===== src/rtl/seven_seg_scanner_if.sv =====
// Display bus between the datapath and seven_seg_scanner: hex value, sign, load/blank
// controls in; active-low segment, decimal-point and anode drives plus frame pulse out.
interface seven_seg_scanner_if #(
   parameter int DIGITS = 4
);
   logic [4*DIGITS-1:0] value;
   logic                sign;
   logic                load;
   logic                blank;
   logic [6:0]          seg;
   logic                dp;
   logic [DIGITS-1:0]   an;
   logic                frame_done;

   modport master (
      output value, sign, load, blank,
      input  seg, dp, an, frame_done
   );

   modport slave (
      input  value, sign, load, blank,
      output seg, dp, an, frame_done
   );
endinterface


===== src/rtl/seven_seg_scanner.sv =====
// Time-multiplexed common-anode seven-segment scanner with latched hex value and sign.
// Define LZ_BLANK_EN to blank leading zero digits (digit 0 is always shown).
module seven_seg_scanner #(
   parameter int DIGITS  = 4,
   parameter int CLK_DIV = 100000
) (
   input logic                clk,
   input logic                reset,
   seven_seg_scanner_if.slave bus
);
   localparam int CW = $clog2(CLK_DIV);
   localparam int IW = (DIGITS > 1) ? $clog2(DIGITS) : 1;
   localparam logic [CW-1:0] CNT_LAST = CW'(CLK_DIV - 1);
   localparam logic [IW-1:0] IDX_LAST = IW'(DIGITS - 1);

   logic [CW-1:0]       cnt;
   logic [IW-1:0]       idx;
   logic [4*DIGITS-1:0] disp;
   logic                dsign;

   logic                advance;
   logic                wrap;
   logic [3:0]          nib;
   logic [DIGITS-1:0]   an_sel;
   logic                digit_blank;
`ifdef LZ_BLANK_EN
   logic                zero_above;
`endif

   function automatic logic [6:0] hex_to_seg(input logic [3:0] h);
      case (h)
         4'h0: hex_to_seg = 7'h01;
         4'h1: hex_to_seg = 7'h4F;
         4'h2: hex_to_seg = 7'h12;
         4'h3: hex_to_seg = 7'h06;
         4'h4: hex_to_seg = 7'h4C;
         4'h5: hex_to_seg = 7'h24;
         4'h6: hex_to_seg = 7'h20;
         4'h7: hex_to_seg = 7'h0F;
         4'h8: hex_to_seg = 7'h00;
         4'h9: hex_to_seg = 7'h0C;
         4'hA: hex_to_seg = 7'h08;
         4'hB: hex_to_seg = 7'h60;
         4'hC: hex_to_seg = 7'h31;
         4'hD: hex_to_seg = 7'h42;
         4'hE: hex_to_seg = 7'h30;
         default: hex_to_seg = 7'h38;
      endcase
   endfunction

   assign advance = (cnt == CNT_LAST);
   assign wrap    = advance && (idx == IDX_LAST);

   always_comb begin
      // NOTE: defaults first so no path through the loop leaves a signal unassigned (no latch).
      nib         = '0;
      an_sel      = '1;
      digit_blank = 1'b0;
      for (int i = 0; i < DIGITS; i++) begin
         if (idx == IW'(i)) begin
            nib       = disp[4*i +: 4];
            an_sel[i] = 1'b0;
         end
      end
`ifdef LZ_BLANK_EN
      // Walk down from the top nibble; a digit is a leading zero while everything above it is zero.
      zero_above = 1'b1;
      for (int i = DIGITS - 1; i >= 1; i--) begin
         zero_above = zero_above && (disp[4*i +: 4] == 4'h0);
         if (zero_above && (idx == IW'(i)))
            digit_blank = 1'b1;
      end
`endif
   end

   always_ff @(posedge clk) begin
      if (reset) begin
         cnt            <= '0;
         idx            <= '0;
         disp           <= '0;
         dsign          <= 1'b0;
         bus.seg        <= 7'h7F;
         bus.dp         <= 1'b1;
         bus.an         <= '1;
         bus.frame_done <= 1'b0;
      end else begin
         // NOTE: non-blocking, so the output update below sees pre-edge idx and disp.
         cnt <= advance ? '0 : cnt + CW'(1);
         if (advance)
            idx <= wrap ? '0 : idx + IW'(1);
         if (bus.load) begin
            disp  <= bus.value;
            dsign <= bus.sign;
         end
         bus.frame_done <= wrap;
         if (bus.blank) begin
            bus.seg <= 7'h7F;
            bus.dp  <= 1'b1;
            bus.an  <= '1;
         end else begin
            bus.seg <= digit_blank ? 7'h7F : hex_to_seg(nib);
            bus.dp  <= ~(dsign && (idx == IDX_LAST));
            bus.an  <= an_sel;
         end
      end
   end
endmodule


===== src/flat_wrapper.sv =====
// flat-port wrapper written by rule: the top's interface ports become plain ports
module seven_seg_scanner_flat 
#(
   parameter int DIGITS  = 4,
   parameter int CLK_DIV = 100000
)
  (clk, reset, bus_value, bus_sign, bus_load, bus_blank, bus_seg, bus_dp, bus_an, bus_frame_done);
  seven_seg_scanner_if #(.DIGITS(DIGITS)) bus_i ();
  input logic clk;
  input logic reset;
  input wire logic [$bits(bus_i.value)-1:0] bus_value;
  input wire logic [$bits(bus_i.sign)-1:0] bus_sign;
  input wire logic [$bits(bus_i.load)-1:0] bus_load;
  input wire logic [$bits(bus_i.blank)-1:0] bus_blank;
  output wire logic [$bits(bus_i.seg)-1:0] bus_seg;
  output wire logic [$bits(bus_i.dp)-1:0] bus_dp;
  output wire logic [$bits(bus_i.an)-1:0] bus_an;
  output wire logic [$bits(bus_i.frame_done)-1:0] bus_frame_done;
  assign bus_i.value = bus_value;
  assign bus_i.sign = bus_sign;
  assign bus_i.load = bus_load;
  assign bus_i.blank = bus_blank;
  assign bus_seg = bus_i.seg;
  assign bus_dp = bus_i.dp;
  assign bus_an = bus_i.an;
  assign bus_frame_done = bus_i.frame_done;
  seven_seg_scanner #(.DIGITS(DIGITS), .CLK_DIV(CLK_DIV)) u_core (.clk(clk), .reset(reset), .bus(bus_i));
endmodule

===== config.mk =====
export PLATFORM = sky130hd
export DESIGN_NAME = seven_seg_scanner_flat
export DESIGN_NICKNAME = d
export VERILOG_FILES = /design/src/rtl/seven_seg_scanner_if.sv /design/src/rtl/seven_seg_scanner.sv /design/src/flat_wrapper.sv
export SDC_FILE = /design/constraint.sdc
export NUM_CORES = 1
export LEC_CHECK = 0
export BUFFER_PORTS_ARGS = -buffer_cell sky130_fd_sc_hd__buf_2
export CAP_MARGIN = 0
export CORE_MARGIN = 3
export CORE_UTILIZATION = 50
export CTS_CLUSTER_DIAMETER = 200
export CTS_CLUSTER_SIZE = 30
export DETAILED_ROUTE_END_ITERATION = 7
export PLACE_DENSITY = 0.72
export SYNTH_ARGS = -nofsm -noshare
export SYNTH_HDL_FRONTEND = slang
export SYNTH_SLANG_ARGS = --single-unit

===== constraint.sdc =====
create_clock -name clk -period 3.1 [get_ports clk]
set_input_delay 0.155 -clock clk [delete_from_list [all_inputs] [get_ports clk]]
set_output_delay 0.155 -clock clk [all_outputs]
set_load 0.005 [all_outputs]

==> flow_metrics.py <==
metrics = {
    "power_and_ir_drop": {
        "power_density_nw_per_um2": 459.6,
        "p_seq_share_pct": 59.0,
        "switching_power_mw": 0.2634,
        "clockPowerShare_pct": 31.5,
        "p_total_mw": 1.126,
        "total_leakage_power_nw": 1.032,
        "p_int_mw": 0.8625,
        "swShare_pct": 23.39,
        "power_frac_comb_pct": 9.4,
        "ir_drop_mv": 0.2370,
    },
    "drt": {
        "drtIter0Drc": 52,
        "routed_wl_mm": 4.024,
        "wl_per_cell_microns": 13.02,
        "drt-vias-per-instance": 5.227,
        "vias": 1615,
        "drtPass1Iterations": 4,
        "ant_nets": 0,
        "remaining_drc_errors": 0,
    },
    "clock_tree": {
        "postCtsSetupBuffers": 0,
        "cts_buffers": 5,
        "cts.sinks": 49,
        "cts_tree": "done",
        "cts.path.max_buffers": 2,
        "clk_latency_ns": 0.29,
        "cts_max_level": 2,
        "root_buffer": "clkbuf_8",
        "cts_resized": 0,
        "path_clk_slew_ns": 0.08,
        "holdBufCountCts": 0,
    },
    "placement": {
        "dp_hpwl_mm": 2.964,
        "pre_cts_ws_ns": 0.5254,
        "place_congestion": 0.8264,
        "port_buffers": 33,
    },
    "yosys": {
        "synth.avg_cell_area_sq_um": 9.661,
        "synth-edff-count": 0,
        "synth_nets": 258,
        "yosysWarnings": 0,
        "synth_seq_cells": 49,
        "syn_area_sq_um": 2183,
        "synthArstFlopShare_pct": 0,
        "synth-seq-area-share_pct": 44.93,
        "synthTopCellsByCount": "dfxtp_1, nor2_1, mux2i_1, nand2_1, xor2_1",
        "synth_top_area_share_pct": 44.93,
        "syn_inst": 226,
        "ys_top_cells_by_area": "dfxtp_1, mux2i_1, nor2_1, ha_1, xor2_1",
        "synth_top_cell_by_area": "dfxtp_1",
        "yosysUniqueCellTypes": 39,
        "yosysMostFrequentCell": "dfxtp_1",
        "synthFlopType": "dfxtp_1",
    },
    "layout": {
        "drive_above_1_share_pct": 16.99,
        "n_antenna_cell": 0,
        "final_util_pct": 59.53,
        "final_nets": 290,
        "syn_to_final_growth_pct": 12.21,
    },
    "timing": {
        "fmax_ghz": 0.3831,
        "fin_skew_ns": 0.003637,
        "period_minus_slack_ns": 2.610,
        "finalSetupViolations": 0,
        "slew_violations": 0,
        "worst_pin_slew_ns": 0.7720,
        "timing.setup.tns_ns": 0,
        "max_slew_margin_pct": 48.35,
        "rsz0062_at_grt": "false",
        "setup_ws_ns": 0.4899,
        "hold_viol_final": 0,
        "fin_crit_sh_pct": 84.20,
    },
    "floorplanning": {
        "die_w_microns": 72.08,
        "io_pins": 34,
        "core_sq_um": 4115,
        "fp.dieH_microns": 72.08,
        "initial_core_util_pct": 53.06,
        "die-area_sq_um": 5196,
        "rows": 23,
    },
    "grt": {
        "overflow": 0,
        "track_usage_pct": 17.17,
        "grt_pass1_wl_mm": 6.893,
        "antenna_found_initial": 0,
        "grt_max_degree": 25,
        "first_global_vias": 1488,
    },
    "worst_hold_path": {
        "min-delay-path-class": "primary input to flip-flop",
    },
    "setup_path": {
        "arrival_ns": 2.76,
        "cp_max_fo": 16,
        "critical_path_class": "flip-flop to flip-flop",
        "endpoint_kind": "flip-flop",
        "cp-start-kind": "flip-flop",
        "required_ns": 3.25,
    },
    "run": {
        "maxCapViolations": 0,
    },
    "status": {
        "status": "finished clean",
    },
}
critical path, cell delays in order (launching register included):
cell and delay [ns]:
dfxtp_1 0.41, ha_1 0.52, or2_2 0.21, a221oi_1 0.05
a221oi_2 0.38, inv_1 0.18, ha_1 0.35, mux2i_1 0.14
a22o_1 0.15, nand2_1 0.06
path summary, 6_finish.rpt:
check                      from                 to  slack (ns)  cells past startpoint
setup / recovery  u_core.idx[0]  u_core.bus.seg[3]        0.49                      9
hold / removal     bus_value[6]     u_core.disp[6]        0.09                      3
setup reg to reg  u_core.idx[0]  u_core.bus.seg[3]        0.49                      9
hold reg to reg    u_core.dsign      u_core.bus.dp        0.47                      1
state kept, by name (all words and copies together) (netlist names):
name                   flops
u_core.bus.an              4
u_core.dsign               1
u_core.bus.dp              1
u_core.disp               16
u_core.idx                 2
u_core.cnt                17
u_core.bus.seg             7
u_core.bus.frame_done      1
routing by layer:
metal,part of all wire [%],GRT usage [%]
met1,48,21.77
met2,46,27.40
met3,3.9,5.402
met4,1.6,6.263
met5,0,0
layout make-up:
class / count / area (sq um)
timing repair buffer: 33 / 165.2
sequential: 49 / 980.9
multi-input combinational: 158 / 1120
inverter: 11 / 41.29
tap: 50 / 62.56
fill: 373 / 1665
clock buffer: 8 / 80.08
power by group through the flow:
stage / sequential [mW] / combinational (mW) / clock, mW
final: 0.665 / 0.106 / 0.355
after CTS: 0.665 / 0.107 / 0.369
after detailed placement: 0.680 / 0.107 / 0
after global routing: 0.668 / 0.119 / 0.394
after global placement: 0.680 / 0.104 / 0
after floorplan: 0.677 / 0.0737 / 0
cells in the final DEF (no fill, tap or decap), types with 3 or more instances in the layout:
cell type / instances
a21oi_1: 3
and4_1: 3
buf_2: 33
clkbuf_1: 3
clkbuf_8: 5
dfxtp_1: 49
ha_1: 11
inv_1: 11
mux2i_1: 22
nand2_1: 15
nand2b_1: 3
nand3_1: 8
nand4_1: 3
nor2_1: 40
nor2b_1: 3
o221ai_1: 3
xnor2_1: 3
xor2_1: 12
through the flow:
| stage | area [sq um] | hold WS (ns) | cells |
|---|---|---|---|
| finish | 2450 | 0.08872 | 309 |
| global route | 2450 | 0.08495 | 309 |
| CTS | 2450 | 0.08225 | 309 |
| detailed placement | 2370 | 0.3964 | 301 |
| global placement | 2370 | 0.3862 | 301 |
| floorplan | 2183 | 0.2241 | 226 |
cell families (layout without fill, tap and decap cells):
| group | after synthesis | after routing | synth area share (%) |
|---|---|---|---|
| AOI/OAI and AO/OA | 21 | 21 | 8.997 |
| xor gates and xnor gates | 15 | 15 | 6.017 |
| adders and majority gates | 11 | 11 | 6.304 |
| buffers and inverters | 19 | 52 | 3.782 |
| DFF | 49 | 49 | 44.93 |
| muxes | 23 | 23 | 10.60 |
| and+or+nand+nor | 88 | 88 | 19.37 |
Note: power is estimated with default switching activity, not from simulation.
